File: config.mk
export PLATFORM = sky130hd
export DESIGN_NAME = psum_acc_sfp_feeder
export DESIGN_NICKNAME = d
export VERILOG_FILES = /design/src/rtl/sfp_feeder_pkg.sv /design/src/rtl/psum_sat_add.sv /design/src/rtl/psum_acc_sfp_feeder.sv
export SDC_FILE = /design/constraint.sdc
export NUM_CORES = 1
export LEC_CHECK = 0
export BUFFER_PORTS_ARGS = -buffer_cell sky130_fd_sc_hd__buf_2
export CELL_PAD_IN_SITES_DETAIL_PLACEMENT = 1
export CELL_PAD_IN_SITES_GLOBAL_PLACEMENT = 1
export CORE_MARGIN = 5
export CORE_UTILIZATION = 44
export CTS_BUF_LIST = sky130_fd_sc_hd__clkbuf_4
export DETAILED_ROUTE_END_ITERATION = 8
export PLACE_DENSITY_LB_ADDON = 0.1
export SYNTH_ARGS = -nofsm -noshare
export SYNTH_HDL_FRONTEND = slang
export SYNTH_SLANG_ARGS = --single-unit
File: constraint.sdc
create_clock -name clk -period 8 [get_ports clk]
set_input_delay 1.2 -clock clk [delete_from_list [all_inputs] [get_ports clk]]
set_output_delay 1.2 -clock clk [all_outputs]
set_load 0.01 [all_outputs]
File: src/rtl/sfp_feeder_pkg.sv
// rtl/sfp_feeder_pkg.sv - shared types and constants for the psum feeder
// Purpose: FSM state encoding, SFP instruction codes and psum clamp bounds.
// Ports: none (package).
package sfp_feeder_pkg;

    typedef enum logic [1:0] {
        ST_ACCUM    = 2'd0,
        ST_LOAD     = 2'd1,
        ST_WAIT_OUT = 2'd2,
        ST_DIVIDE   = 2'd3
    } feeder_state_t;

    localparam logic [1:0] INST_IDLE = 2'b00;
    localparam logic [1:0] INST_ACC  = 2'b10;
    localparam logic [1:0] INST_DIV  = 2'b01;

    // Symmetric clamp bounds so the SFP's two's-complement abs never overflows.
    function automatic int PSUM_MAX(input int w);
        return (1 << (w - 1)) - 1;
    endfunction

    function automatic int PSUM_MIN(input int w);
        return -PSUM_MAX(w);
    endfunction

endpackage

File: src/rtl/psum_sat_add.sv
// rtl/psum_sat_add.sv - one combinational saturating accumulator lane
// Purpose: adds an incoming partial sum to the lane accumulator (or loads it
//          when i_load is set) and clamps to the symmetric psum range.
// Ports:
//   i_acc  : current accumulator value (signed)
//   i_in   : incoming partial sum (signed)
//   i_load : first beat of a row; ignore i_acc
//   o_sum  : clamped result
//   o_sat  : result was clamped
module psum_sat_add
    import sfp_feeder_pkg::*;
#(
    parameter int bw_psum = 20
) (
    input  logic signed [bw_psum-1:0] i_acc,
    input  logic signed [bw_psum-1:0] i_in,
    input  logic                      i_load,
    output logic        [bw_psum-1:0] o_sum,
    output logic                      o_sat
);

    localparam logic signed [bw_psum:0] L_MAX = (bw_psum + 1)'(PSUM_MAX(bw_psum));
    localparam logic signed [bw_psum:0] L_MIN = (bw_psum + 1)'(PSUM_MIN(bw_psum));

    logic signed [bw_psum:0] w_base;
    logic signed [bw_psum:0] w_full;

    // One extra bit of headroom: acc is already within the clamp range, so
    // acc + in can never wrap in bw_psum+1 bits.
    always_comb begin
        w_base = i_load ? '0 : {i_acc[bw_psum-1], i_acc};
        w_full = w_base + {i_in[bw_psum-1], i_in};
        o_sum  = w_full[bw_psum-1:0];
        o_sat  = 1'b0;
        if (w_full > L_MAX) begin
            o_sum = L_MAX[bw_psum-1:0];
            o_sat = 1'b1;
        end else if (w_full < L_MIN) begin
            o_sum = L_MIN[bw_psum-1:0];
            o_sat = 1'b1;
        end
    end

endmodule

File: src/rtl/psum_acc_sfp_feeder.sv
// rtl/psum_acc_sfp_feeder.sv - psum row accumulator and SFP acc/div sequencer
// Purpose: accumulates partial-sum rows into col saturating lanes, then issues
//          the SFP acc and div instructions and tracks the output handshake.
// Ports:
//   clk, reset          : clock, synchronous active-high reset
//   in_valid/in_ready   : partial-sum beat handshake; in_last ends a row
//   in_data             : col signed lanes of bw_psum bits
//   sfp_in              : accumulated row driven to the SFP
//   inst                : SFP instruction (bit1 acc, bit0 div)
//   sfp_valid/sfp_ready : SFP output handshake to the consumer
//   sat_flag            : a lane clamped in the presented row
//   row_cnt             : rows issued to the SFP since reset (wraps)
module psum_acc_sfp_feeder
    import sfp_feeder_pkg::*;
#(
    parameter int col     = 8,
    parameter int bw      = 8,
    parameter int bw_psum = 2 * bw + 4
) (
    input  logic                     clk,
    input  logic                     reset,
    input  logic                     in_valid,
    output logic                     in_ready,
    input  logic [col*bw_psum-1:0]   in_data,
    input  logic                     in_last,
    output logic [col*bw_psum-1:0]   sfp_in,
    output logic [1:0]               inst,
    output logic                     sfp_valid,
    input  logic                     sfp_ready,
    output logic                     sat_flag,
    output logic [15:0]              row_cnt
);

    feeder_state_t            r_state;
    logic [col*bw_psum-1:0]   r_acc;
    logic                     r_first;
    logic                     r_sat_work;
    logic                     r_out_pending;
    logic                     r_sat_flag;
    logic [15:0]              r_row_cnt;
    logic [1:0]               r_inst;
    logic                     r_in_ready;

    logic [col*bw_psum-1:0]   w_sum;
    logic [col-1:0]           w_lane_sat;
    logic                     w_accept;
    logic                     w_out_hs;

    assign w_accept = in_valid && r_in_ready;
    assign w_out_hs = r_out_pending && sfp_ready;

    for (genvar g = 0; g < col; g++) begin : g_lane
        psum_sat_add #(
            .bw_psum (bw_psum)
        ) u_lane (
            .i_acc  (r_acc[g*bw_psum +: bw_psum]),
            .i_in   (in_data[g*bw_psum +: bw_psum]),
            .i_load (r_first),
            .o_sum  (w_sum[g*bw_psum +: bw_psum]),
            .o_sat  (w_lane_sat[g])
        );
    end

    always_ff @(posedge clk) begin
        if (reset) begin
            r_state       <= ST_ACCUM;
            r_acc         <= '0;
            r_first       <= 1'b1;
            r_sat_work    <= 1'b0;
            r_out_pending <= 1'b0;
            r_sat_flag    <= 1'b0;
            r_row_cnt     <= 16'd0;
            r_inst        <= INST_IDLE;
            r_in_ready    <= 1'b1;
        end else begin
            // DIVIDE below overrides this, keeping the new row pending even if
            // the previous one is taken in the same cycle.
            if (w_out_hs) begin
                r_out_pending <= 1'b0;
            end
            case (r_state)
                ST_ACCUM: begin
                    if (w_accept) begin
                        r_acc      <= w_sum;
                        r_first    <= in_last;
                        r_sat_work <= (r_first ? 1'b0 : r_sat_work) | (|w_lane_sat);
                        if (in_last) begin
                            r_state    <= ST_LOAD;
                            r_inst     <= INST_ACC;
                            r_in_ready <= 1'b0;
                        end
                    end
                end
                ST_LOAD: begin
                    r_row_cnt <= r_row_cnt + 16'd1;
                    if (!r_out_pending || w_out_hs) begin
                        r_state <= ST_DIVIDE;
                        r_inst  <= INST_DIV;
                    end else begin
                        r_state <= ST_WAIT_OUT;
                        r_inst  <= INST_IDLE;
                    end
                end
                ST_WAIT_OUT: begin
                    // div overwrites the SFP outputs, so hold until consumed.
                    if (w_out_hs) begin
                        r_state <= ST_DIVIDE;
                        r_inst  <= INST_DIV;
                    end
                end
                ST_DIVIDE: begin
                    r_out_pending <= 1'b1;
                    r_sat_flag    <= r_sat_work;
                    r_state       <= ST_ACCUM;
                    r_inst        <= INST_IDLE;
                    r_in_ready    <= 1'b1;
                end
                default: begin
                    r_state    <= ST_ACCUM;
                    r_inst     <= INST_IDLE;
                    r_in_ready <= 1'b1;
                end
            endcase
        end
    end

    assign in_ready  = r_in_ready;
    assign sfp_in    = r_acc;
    assign inst      = r_inst;
    assign sfp_valid = r_out_pending;
    assign sat_flag  = r_sat_flag;
    assign row_cnt   = r_row_cnt;

endmodule
==> Implementation_results.wiki <==
{| class="wikitable"
! Metric !! Value
|-
| Mapped cell area || 17520 um^2
|-
| Endpoint of the most critical setup path || r_sat_work
|-
| Startpoint kind of the worst setup timing path || flip-flop
|-
| Largest voltage drop on the vdd net || 0.1658 mV
|-
| Post-synthesis sequential area ratio || 0.2114
|-
| Number of enable-type register cells in the synthesized netlist || 0
|-
| Global-route congestion overflow total || 0
|-
| Post-detailed-route count of antenna-violating nets || 0
|-
| Share of flip-flops with an asynchronous set or reset after synthesis || 0
|-
| Delay of the slowest cell on the worst path || 1010 ps
|-
| Post-CTS repair timing setup buffer count || 0
|-
| Number of remaining DRC errors || 0
|-
| Final setup violation count || 0
|-
| Slowest cell on crit path || dfxtp_4
|-
| Summed negative setup slack over all endpoints || 0 ps
|-
| Summed area of non-filler cells in the final layout || 19860 um^2
|-
| Flip-flop cell with the highest count after synthesis || dfxtp_1
|-
| FF+latch count, synth || 185
|-
| Placed cell areas || 19550 um^2
|-
| Crit path max fanout || 80
|-
| Buffer cell driving the clock tree root || clkbuf_4
|-
| Outcome || completed
|-
| Count of maximum capacitance violations || 0
|-
| Fill cell instance count of the final layout || 5200
|-
| Number of buffers inserted during clock tree synthesis || 17
|-
| Count of distinct cell types in the synthesized netlist || 91
|-
| Warning count from the yosys run || 0
|-
| Register-to-register setup slack || 2350 ps
|-
| Power density of the placed cells || 242.6 nW/um^2
|-
| Required time at the worst-slack endpoint || 8660 ps
|-
| Most frequent standard cell in the layout excluding fill and tap cells || buf_2
|-
| Overall track demand over capacity in global routing || 0.2868
|-
| Worst rel slew slack || 0.2324
|-
| Worst min-delay path class || reg -> reg
|-
| Final critical-path share of the clock period || 0.7056
|-
| Die boundary width || 209.6 um
|-
| Post-Route Utilization || 0.5023
|-
| Detailed Route WL || 64.95 mm
|-
| CTS Hold Buffers Added || 0
|-
| Wire length of the first global-routing pass || 103.8 mm
|-
| Syn nets || 2708
|-
| Reg clk slew, reported paths || 160 ps
|-
| # IOs || 346
|-
| Post-synthesis cell count || 2369
|-
| Static Leakage || 8.961 nW
|-
| Worst R2R Path Depth || 15
|-
| Reg2Reg Capture Point || r_sat_work
|-
| Mean instance size in the synthesized netlist || 7.396 um^2
|-
| Category of the most critical setup path || reg -> reg
|-
| Tightest Pin Transition || 1151 ps
|-
| Most numerous cell on the critical path || o21ai_0
|-
| PostCTS Resize Cnt || 0
|-
| Total number of clock tree sinks || 185
|-
| Area enclosed by the die boundary || 43910 um^2
|-
| Clock Latency Late Sink || 790 ps
|-
| Starting utilization of the core area || 0.4430
|-
| Y dimension of the die || 209.6 um
|-
| Slew Viols, Final || 0
|-
| First-iteration detailed-routing DRC count || 946
|-
| Unrepaired setup endpoints after global routing || false
|-
| Half-perimeter wire length of the detailed placement result || 50.52 mm
|-
| Via density per instance || 5.933
|-
| CTS tree || yes
|-
| Count of endpoints failing hold in the final timing report || 0
|-
| Vias in the first global route || 19280
|-
| Min Tclk post-route || 5645 ps
|-
| Pin count of the biggest net entering global routing || 95
|-
| Reg2reg start || r_first
|-
| Cell chain of the critical path || buf_4 -> nand2b_1 -> inv_1 -> ha_1 -> a211oi_1 -> o21ai_0 -> a31oi_1 -> o21ai_0 -> a311oi_1 -> or3_1 -> nor4_1 -> o21ai_0 -> nand2_1 -> nor4b_2 -> a41oi_2
|-
| Area of the core || 39550 um^2
|-
| Commonest cells after routing, fill and taps aside || buf_2, a21oi_1, nor2_1, o21ai_0, dfxtp_1
|-
| Crit path launch || r_first
|-
| Total power || 4.819 mW
|-
| Site row count || 73
|-
| Achievable clock frequency || 177.1 MHz
|-
| Critical path capture point type || flip-flop
|-
| Htree depth || 4
|-
| Number of nets at the end of the flow || 2966
|-
| Vias || 18850
|-
| Share of final-layout standard cells stronger than drive strength 1 || 0.1655
|-
| Buffer levels on the longest clock path || 2
|-
| Antenna violations before repair || 12
|-
| Routed length per placed instance || 20.44 um
|-
| Area growth from synthesis to layout || 13.37%
|-
| Number of search-and-repair iterations in the first detailed-routing pass || 5
|-
| Post-Route Skew || 30.10 ps
|-
| Port Buf Inserts || 345
|-
| Worst endpoint data arrival time || 6300 ps
|-
| Placer Congestion || 0.9482
|}
[stage by stage]
stage / instances / hold slack [ps] / setup slack (ps)
3_3_place_gp: 3133 / 457.5 / 2573
5_1_grt: 3176 / 519.2 / 1920
4_1_cts: 3165 / 496.9 / 2422
6_report: 3178 / 492.4 / 2355
2_1_floorplan: 2369 / 481.0 / 3777
3_5_place_dp: 3133 / 476.2 / 2439
[cell usage after synthesis (14+ instances only)]
cell type / instances / area [um^2]
nor3_1: 48 / 240.2
a21oi_1: 265 / 1326
a31oi_1: 23 / 143.9
xnor2_1: 74 / 648.1
o21a_1: 21 / 157.7
a21o_1: 45 / 337.8
nor4_1: 19 / 118.9
nand2_1: 144 / 540.5
o211ai_1: 20 / 150.1
nor2_1: 255 / 957.2
ha_1: 166 / 2077
o21bai_1: 17 / 127.6
o21ai_0: 213 / 1066
nor2b_1: 174 / 1089
nand2b_1: 35 / 219.0
xor2_1: 53 / 464.2
nand4_1: 23 / 143.9
clkbuf_1: 101 / 379.1
inv_1: 74 / 277.8
dfxtp_1: 185 / 3704
a211oi_1: 68 / 510.5
and3_1: 20 / 125.1
nand3_1: 39 / 195.2
and2_1: 14 / 87.58
[cells by family after synthesis]
family	synth area share
AOI/OAI and AO/OA	0.3031
adders and majority gates	0.1328
buffers and inverters	0.04292
xor gates and xnor gates	0.06348
and+or+nand+nor	0.2389
muxes	0.007498
DFF	0.2114
[cell type report]
class	count	area (um^2)	area share
sequential	185	3707	0.1866
inverter	75	281.5	0.01417
antenna	13	32.53	0.001638
multi-input combinational	1990	13080	0.6583
tap	525	656.9	0.03307
timing repair buffer	358	1827	0.09196
clock buffer	18	135.1	0.006803
clock inverter	14	147.6	0.007433
[registers in the layout (all words and copies together) (netlist names)]
signal / flops
r_state: 2
sfp_valid: 1
in_ready: 1
row_cnt: 16
inst: 2
sfp_in: 160
r_sat_work: 1
sat_flag: 1
r_first: 1
[worst max-delay path: cells and delay by family (launching register included)]
kind	cells	cell delay (ps)
AOI/OAI and AO/OA	7	2660
DFF	1	1010
buffers and inverters	2	650
adders and majority gates	1	290
and+or+nand+nor	5	890
[routing by layer]
layer  GRT usage  up-vias  part of all wire
li1            -     9147                 -
met1      0.3805     9135              0.46
met2      0.4646      467              0.46
met3     0.05845      101             0.055
met4      0.1008        4             0.028
met5           0        -           0.00043
[how the worst min path moves through the flow]
stage                     start          end  cells past startpoint
floorplan            r_sat_work     sat_flag                      2
CTS                 sfp_in[142]  sfp_in[142]                      2
finish              sfp_in[142]  sfp_in[142]                      2
detailed placement  sfp_in[142]  sfp_in[142]                      2
global placement     sfp_in[31]   sfp_in[31]                      2
global route        sfp_in[142]  sfp_in[142]                      2
[report_power, final]
part | leakage [nW] | switching, mW | internal [mW]
sequential | 1.53 | 0.296 | 1.20
combinational | 7.29 | 1.70 | 1.04
clock | 0.143 | 0.390 | 0.189
(Power assumes the default switching activity.)
